**src/rtl/ide_ram_pkg.sv**
```systemverilog
// Shared constants, board state type and size-mask helper for the chained
// Zorro II fast-RAM autoconfig controller.
package ide_ram_pkg;

    localparam logic [2:0] SZ_8M   = 3'b000;
    localparam logic [2:0] SZ_64K  = 3'b001;
    localparam logic [2:0] SZ_128K = 3'b010;
    localparam logic [2:0] SZ_256K = 3'b011;
    localparam logic [2:0] SZ_512K = 3'b100;
    localparam logic [2:0] SZ_1M   = 3'b101;
    localparam logic [2:0] SZ_2M   = 3'b110;
    localparam logic [2:0] SZ_4M   = 3'b111;

    // Byte offsets inside the $E80000 config page
    localparam logic [6:0] OFS_TYPE       = 7'h00;
    localparam logic [6:0] OFS_SIZE       = 7'h02;
    localparam logic [6:0] OFS_PROD_HI    = 7'h04;
    localparam logic [6:0] OFS_PROD_LO    = 7'h06;
    localparam logic [6:0] OFS_MFR        = 7'h10;
    localparam logic [6:0] OFS_SERIAL     = 7'h18;
    localparam logic [6:0] OFS_SERIAL_END = 7'h26;
    localparam logic [6:0] OFS_CTRL       = 7'h40;
    localparam logic [6:0] OFS_CTRL_HI    = 7'h42;
    localparam logic [6:0] OFS_BASE_HI    = 7'h48;
    localparam logic [6:0] OFS_BASE_LO    = 7'h4A;
    localparam logic [6:0] OFS_SHUTUP     = 7'h4C;

    localparam logic [7:0] CONFIG_BANK = 8'hE8;
    localparam logic [7:0] BYPASS_BASE = 8'hC0;

    typedef enum logic [1:0] {
        UNCFG      = 2'd0,
        CONFIGURED = 2'd1,
        SHUTUP     = 2'd2
    } board_state_t;

    // Address bits A23..A16 that must equal the base for a board of this size
    function automatic logic [7:0] size_mask(input logic [2:0] size_code);
        logic [7:0] mask;
        case (size_code)
            SZ_64K:  mask = 8'hFF;
            SZ_128K: mask = 8'hFE;
            SZ_256K: mask = 8'hFC;
            SZ_512K: mask = 8'hF8;
            SZ_1M:   mask = 8'hF0;
            SZ_2M:   mask = 8'hE0;
            SZ_4M:   mask = 8'hC0;
            default: mask = 8'h80;
        endcase
        return mask;
    endfunction

endpackage

```
**src/rtl/autoconfig_board.sv**
```systemverilog
// One chained RAM board: config state machine, base register, config ROM
// nibble mux and address match.
module autoconfig_board
    import ide_ram_pkg::*;
#(
    parameter int unsigned IDX          = 0,
    parameter int unsigned NBOARDS      = 2,
    parameter logic [2:0]  SIZE_CODE    = SZ_2M,
    parameter logic [7:0]  PRODUCT      = 8'h0A,
    parameter logic [15:0] MANUFACTURER = 16'h07DB,
    parameter logic [31:0] SERIAL       = 32'h0000_0001
) (
    input  logic       clk,
    input  logic       srst,
    input  logic       force_cfg,
    input  logic       force_shut,
    input  logic       wr_en,
    input  logic [6:0] offset,
    input  logic [3:0] d_in,
    input  logic [7:0] ah,
    output logic [3:0] rom_nibble,
    output logic       match
);

    localparam logic        CHAINED    = (IDX + 1 < NBOARDS);
    localparam logic [7:0]  MASK       = size_mask(SIZE_CODE);
    localparam logic [7:0]  PROD_INV   = ~PRODUCT;
    localparam logic [15:0] MFR_INV    = ~MANUFACTURER;
    localparam logic [31:0] SERIAL_INV = ~(SERIAL + 32'(IDX));

    board_state_t state_reg, state_next;
    logic [7:0]   base_reg, base_next;
    logic [2:0]   serial_idx;

    always_ff @(posedge clk) begin
        if (srst) begin
            state_reg <= force_cfg ? CONFIGURED : (force_shut ? SHUTUP : UNCFG);
            base_reg  <= force_cfg ? BYPASS_BASE : 8'h00;
        end else begin
            state_reg <= state_next;
            base_reg  <= base_next;
        end
    end

    always_comb begin
        state_next = state_reg;
        base_next  = base_reg;
        if (state_reg == UNCFG && wr_en) begin
            case (offset)
                OFS_BASE_LO: base_next[3:0] = d_in;
                OFS_BASE_HI: begin
                    base_next[7:4] = d_in;
                    state_next     = CONFIGURED;
                end
                OFS_SHUTUP:  state_next = SHUTUP;
                default:     ;
            endcase
        end
    end

    assign serial_idx = 3'((offset - OFS_SERIAL) >> 1);

    // Nibbles are stored most-significant first, so the index is inverted
    always_comb begin
        rom_nibble = 4'hF;
        if (offset == OFS_TYPE)
            rom_nibble = 4'hE;
        else if (offset == OFS_SIZE)
            rom_nibble = {CHAINED, SIZE_CODE};
        else if (offset == OFS_PROD_HI)
            rom_nibble = PROD_INV[7:4];
        else if (offset == OFS_PROD_LO)
            rom_nibble = PROD_INV[3:0];
        else if (offset >= OFS_MFR && offset < OFS_SERIAL)
            rom_nibble = MFR_INV[{~offset[2:1], 2'b00} +: 4];
        else if (offset >= OFS_SERIAL && offset <= OFS_SERIAL_END)
            rom_nibble = SERIAL_INV[{~serial_idx, 2'b00} +: 4];
        else if (offset == OFS_CTRL || offset == OFS_CTRL_HI)
            rom_nibble = 4'h0;
    end

    assign match = (state_reg == CONFIGURED) && ((ah & MASK) == (base_reg & MASK));

endmodule

```
**src/rtl/autoconfig_ram_multi.sv**
```systemverilog
// Zorro II autoconfig controller for NBOARDS chained fast-RAM boards.
// Optional RANGER_FALLBACK_EN adds CFG_BYPASS/OVR_RANGE for a fixed $C0 mapping.
module autoconfig_ram_multi
    import ide_ram_pkg::*;
#(
    parameter int unsigned NBOARDS      = 2,
    parameter logic [2:0]  SIZE_CODE    = 3'b110,
    parameter logic [7:0]  PRODUCT      = 8'h0A,
    parameter logic [15:0] MANUFACTURER = 16'h07DB,
    parameter logic [31:0] SERIAL       = 32'h0000_0001
) (
    input  logic               CLK,
    input  logic               RESET,
    input  logic               _AS,
    input  logic               R_W,
    input  logic               _UDS,
    input  logic [7:0]         AH,
    input  logic [5:0]         AL,
    input  logic [3:0]         D_IN,
    input  logic               _CONFIGIN,
`ifdef RANGER_FALLBACK_EN
    input  logic               CFG_BYPASS,
    output logic               OVR_RANGE,
`endif
    output logic               _CONFIGOUT,
    output logic [3:0]         D_OUT,
    output logic               D_OE,
    output logic [NBOARDS-1:0] RAM_CE,
    output logic               DTACK_RANGE,
    output logic [2:0]         CFG_PTR
);

    localparam logic [2:0] NB = 3'(NBOARDS);

    logic [2:0]   cfg_ptr_reg, cfg_ptr_next;
    logic         configout_reg;
    logic         taken_reg;
    logic         bypass;
    logic [6:0]   offset;
    logic         window;
    logic         wr_strobe;
    logic         advance;
    logic [3:0]   rom_nibble [NBOARDS];
    logic [NBOARDS-1:0] match;
    logic [3:0]   rom_sel;
    logic         ce_hit;

`ifdef RANGER_FALLBACK_EN
    assign bypass    = CFG_BYPASS;
    assign OVR_RANGE = match[0] && !_AS;
`else
    assign bypass = 1'b0;
`endif

    assign offset    = {AL, 1'b0};
    assign window    = (cfg_ptr_reg < NB) && !_CONFIGIN && (AH == CONFIG_BANK) && !_AS;
    assign wr_strobe = window && !_UDS && !R_W && !taken_reg;
    assign advance   = wr_strobe && (offset == OFS_BASE_HI || offset == OFS_SHUTUP);
    assign cfg_ptr_next = advance ? cfg_ptr_reg + 3'd1 : cfg_ptr_reg;

    // An interrupted write cycle must not be captured once reset releases
    always_ff @(posedge CLK) begin
        if (RESET) begin
            cfg_ptr_reg   <= bypass ? NB : 3'd0;
            configout_reg <= !bypass;
            taken_reg     <= !_AS;
        end else begin
            cfg_ptr_reg <= cfg_ptr_next;
            if (cfg_ptr_reg == NB)
                configout_reg <= 1'b0;
            taken_reg <= _AS ? 1'b0 : (taken_reg || wr_strobe);
        end
    end

    genvar gi;
    generate
        for (gi = 0; gi < NBOARDS; gi++) begin : g_board
            autoconfig_board #(
                .IDX          (gi),
                .NBOARDS      (NBOARDS),
                .SIZE_CODE    (SIZE_CODE),
                .PRODUCT      (PRODUCT),
                .MANUFACTURER (MANUFACTURER),
                .SERIAL       (SERIAL)
            ) u_board (
                .clk        (CLK),
                .srst       (RESET),
                .force_cfg  (bypass && (gi == 0)),
                .force_shut (bypass && (gi != 0)),
                .wr_en      (wr_strobe && (cfg_ptr_reg == 3'(gi))),
                .offset     (offset),
                .d_in       (D_IN),
                .ah         (AH),
                .rom_nibble (rom_nibble[gi]),
                .match      (match[gi])
            );
        end
    endgenerate

    always_comb begin
        rom_sel = 4'hF;
        for (int i = 0; i < NBOARDS; i++) begin
            if (cfg_ptr_reg == 3'(i))
                rom_sel = rom_nibble[i];
        end
    end

    // Lowest-index board wins when bases overlap
    always_comb begin
        ce_hit = 1'b0;
        RAM_CE = '0;
        for (int i = 0; i < NBOARDS; i++) begin
            RAM_CE[i] = match[i] && !ce_hit && !_AS;
            ce_hit    = ce_hit || match[i];
        end
    end

    assign D_OE        = window && R_W && !RESET;
    assign D_OUT       = D_OE ? rom_sel : 4'h0;
    assign DTACK_RANGE = (|match) && !_AS;
    assign _CONFIGOUT  = configout_reg;
    assign CFG_PTR     = cfg_ptr_reg;

endmodule
```
**config.mk**
```make
export PLATFORM = sky130hd
export DESIGN_NAME = autoconfig_ram_multi
export DESIGN_NICKNAME = d
export VERILOG_FILES = /design/src/rtl/ide_ram_pkg.sv /design/src/rtl/autoconfig_board.sv /design/src/rtl/autoconfig_ram_multi.sv
export SDC_FILE = /design/constraint.sdc
export NUM_CORES = 1
export LEC_CHECK = 0
export ABC_CLOCK_PERIOD_IN_PS = 2340
export CAP_MARGIN = 20
export CORE_ASPECT_RATIO = 1.75
export CORE_MARGIN = 2
export CORE_UTILIZATION = 35
export CTS_BUF_LIST = sky130_fd_sc_hd__clkbuf_2
export DETAILED_ROUTE_END_ITERATION = 6
export PLACE_DENSITY = 0.59
export SLEW_MARGIN = 15
export SYNTH_ARGS = -nofsm -noshare
export SYNTH_HDL_FRONTEND = slang
export SYNTH_SLANG_ARGS = --single-unit
```
**constraint.sdc**
```tcl
create_clock -name CLK -period 2.34 [get_ports CLK]
set_clock_uncertainty 0.05 [all_clocks]
set_input_delay 0.585 -clock CLK [delete_from_list [all_inputs] [get_ports CLK]]
set_output_delay 0.585 -clock CLK [all_outputs]
set_load 0.02 [all_outputs]
```
==> results.txt <==
----------------------------------------------------
[Outcome]
  Status ... finished with violations
  Violations in the final reports ... negative setup slack

[Worst setup path]
  Crit path buffers/inverters ... 3
  Cell with the biggest individual delay on the critical path ... nor4_4
  Data arrival at the endpoint of the critical path ... 1.82 ns
  Nature of the critical path startpoint ... primary input
  Nature of the critical path endpoint ... output pin
  CP Data Required Time ... 1.70 ns
  Cell count of the worst reg-to-reg path ... 8
  Cell family with most CP delay ... simple AND/OR/NAND/NOR gates
  Maximum fanout along the worst path ... 3
  R2r setup slk ... 0.38 ns
  Capture point of the worst reg-to-reg path ... g_board[0].u_board.base_reg[6]
  Setup Crit Path Kind ... primary input to output pin
  Critical R2R Launch ... CFG_PTR[1]
  CP peak stage delay ... 0.29 ns
  Cell occurring most often along the worst timing path ... buf_4
  Critical Path, Cell by Cell ... buf_6, nor4_4, nand4_1, buf_4, a31o_4, a31oi_2, buf_4

[Routing]
  Total iterations of the first detailed-routing run ... 4
  Drc violations ... 0
  Avg Vias per Cell ... 5.33
  Detailed-route via count ... 1419
  Remaining antenna violation count ... 0
  DRC violation total after the first TritonRoute iteration ... 30
  WL per Instance ... 16.5 um
  Sum of routed wire length over all layers ... 4.38 mm

[STA]
  Final worst-path cycle share ... 1.05
  Max Freq ... 407 MHz
  Min Tclk post-route ... 2.46 ns
  Setup repair after global routing missed its margin ... yes
  Hold Slack ... 0.454 ns
  Count of endpoints failing setup in the final report ... 4
  Tightest slew margin relative to the limit ... 0.687
  Number of endpoints with negative hold slack in the final report ... 0
  Max-slew violation count ... 0
  Worst setup slack after layout ... -0.119 ns
  Transition time of the tightest slew-check pin ... 0.464 ns

[Global route]
  Global-route wire length before repair ... 6.98 mm
  Total global routing track utilization ... 0.235
  Maximum number of pins on one net before global-route repair ... 16
  Total overflow reported by the global router ... 0
  Number of antenna violations at the first check in global routing ... 0
  Vias in the first global route ... 1547

[Synth]
  #FFs+latches synth ... 15
  Syn avg cell area ... 8.62 sq um
  Count of warnings emitted by yosys ... 0
  Synthesized netlist net count ... 173
  Synth Instances ... 140
  Cell type with the largest total area after synthesis ... dfxtp_1
  Number of distinct library cells after synthesis ... 39
  Ys flop type ... dfxtp_1
  Ranking of synthesized cells by area ... dfxtp_1 (25%), ha_1 (9.3%), o21ai_0 (5.0%)
  Async set-or-reset flop fraction in the synthesized netlist ... 0
  Share of synthesized area occupied by flip-flops and latches ... 0.249
  Number of enable-type register cells in the synthesized netlist ... 0
  Top cell type's share of synthesized area ... 0.249
  Cell area after synthesis ... 1210 sq um

[Final layout]
  Final Core Density ... 0.645
  Highest-count cells in the layout ignoring fill and taps ... buf_4 (44), dfxtp_1 (13), buf_6 (11)
  Cell Count, Final, Fillers Out ... 266
  Fin nets ... 255
  Most frequent standard cell in the layout excluding fill and tap cells ... buf_4
  Layout fillers ... 296
  Growth of design area from synthesis to finish ... 77.7%
  Number of flip-flops in the largest register ... 6
  Share of final-layout standard cells stronger than drive strength 1 ... 0.548
  Cell area after layout ... 2150 sq um
  Diode count ... 0

[CTS]
  Number of clock buffers inserted by TritonCTS ... 3
  Worst-skew pair later-pin latency ... 0.30 ns
  Clk root buf ... clkbuf_2
  CTS clk-pin slew, worst paths ... 0.16 ns
  Hold-fix buffers at CTS ... 0
  Number of clock sinks ... 15
  CTS tree ... built
  Maximum clock insertion buffer count ... 2
  H-tree Lvls ... 1

[Hold path]
  End of the worst hold path ... g_board[1].u_board.base_reg[6]
  Hold wc startpoint ... g_board[1].u_board.base_reg[6]
  Number of cells on the worst hold path ... 2
  Min-Delay Path Class ... flop to flop

[Placed design]
  HPWL reported at the end of detailed placement ... 3.33 mm
  Gpl congestion ... 0.834
  Number of buffer cells added on primary ports ... 34
  Cell area reported after detailed placement ... 1900 sq um
  Count of placed standard cells including taps ... 254

[Floorplan]
  Overall die area ... 3950 sq um
  I/O pins ... 36
  Core region area ... 3330 sq um
  Starting utilization of the core area ... 0.363
  Die boundary height ... 81.7 um
  Std cell rows ... 28
  Horizontal die dimension ... 48.4 um

[Power and ir drop]
  Static power due to leakage ... 0.874 nW
  Sequential power share ... 0.472
  Design internal power ... 378 uW
  Net Switching ... 166 uW
  Relative contribution of combinational cells to total power ... 0.289
  Peak ir drop on the vdd network ... 0.270 mV
  Power per unit of standard cell area ... 253 nW/um^2
  Clock power frac ... 0.240
  Switching share of total power ... 0.305

[Flow run]
  Maxcap violations ... 0

----------------------------------------------------
[worst max-delay path by stage]
stage,slack (ns),depth (start not counted),to,start
6_report,-0.12,7,D_OUT[0],AH[1]
5_1_grt,-0.20,6,D_OUT[0],CFG_PTR[1]
4_1_cts,-0.16,6,D_OUT[0],CFG_PTR[1]
3_5_place_dp,-1.05,8,D_OUT[1],AL[0]
3_3_place_gp,-1.00,8,D_OUT[1],AL[0]
2_1_floorplan,0.0002,6,D_OUT[1],AL[0]
[layout make-up]
cell class	instances	area, sq um	share of cell area
Clock inverter	1	5.00	0.00233
Multi-Input combinational cell	113	1040	0.487
Tap cell	45	56.3	0.0262
Sequential cell	15	305	0.142
Timing Repair Buffer	83	697	0.325
Clock buffer	3	15.0	0.00700
Inverter	6	22.5	0.0105
[cells in the mapped netlist (3+ instances only)]
cell,number
a21oi_1,9
a22oi_1,3
a31oi_1,4
a41oi_1,5
and4_1,3
dfxtp_1,15
ha_1,9
inv_1,6
nand2b_1,4
nand3_1,7
nand4_1,6
nor2_1,12
nor2b_1,7
o21ai_0,12
or2_2,3
xor2_1,4
[power groups by stage]
stage | combinational (mW) | sequential (mW) | clock, mW
2_1_floorplan | 0.0437 | 0.263 | 0
3_3_place_gp | 0.129 | 0.263 | 0
3_5_place_dp | 0.132 | 0.263 | 0
4_1_cts | 0.149 | 0.256 | 0.135
5_1_grt | 0.168 | 0.257 | 0.146
6_report | 0.157 | 0.256 | 0.130
[kinds of logic after synthesis]
| kind of cell | share of synthesized area |
|---|---|
| compound gates | 0.197 |
| xor+xnor | 0.0435 |
| fa+ha+maj | 0.0933 |
| buf+inv | 0.0642 |
| flops | 0.249 |
| mux | 0.00933 |
| simple gates | 0.344 |
[worst register-to-register path, delay by kind of cell (launching register included)]
family          cells  cell delay [ns]
compound gates      1             0.15
fa+ha+maj           1             0.20
buf+inv             3             0.31
flops               1             0.39
simple gates        3             0.82
[per-layer routing]
metal  up-vias  global-route usage  part of all wire
li1        691                   -                 -
met1       672               0.175              0.30
met2        41               0.519              0.63
met3        15              0.0309             0.030
met4         0               0.174             0.042
met5         -                   0                 0
[what timing repair did]
action / 4_1_cts / 5_1_grt
gates resized for setup: 137 / 14
endpoints found under the setup margin: 8 / 8
pin swaps: 25 / 7
buffers inserted: 8 / 0
[through the flow]
stage	setup TNS [ns]	total power, mW	setup slack, ns
2_1_floorplan	0	0.306	0.000171
3_3_place_gp	-7.02	0.391	-1.00
3_5_place_dp	-7.34	0.395	-1.05
4_1_cts	-0.398	0.541	-0.155
5_1_grt	-0.694	0.570	-0.200
6_report	-0.359	0.543	-0.119
No activity file was read; power rests on OpenSTA's default activity.
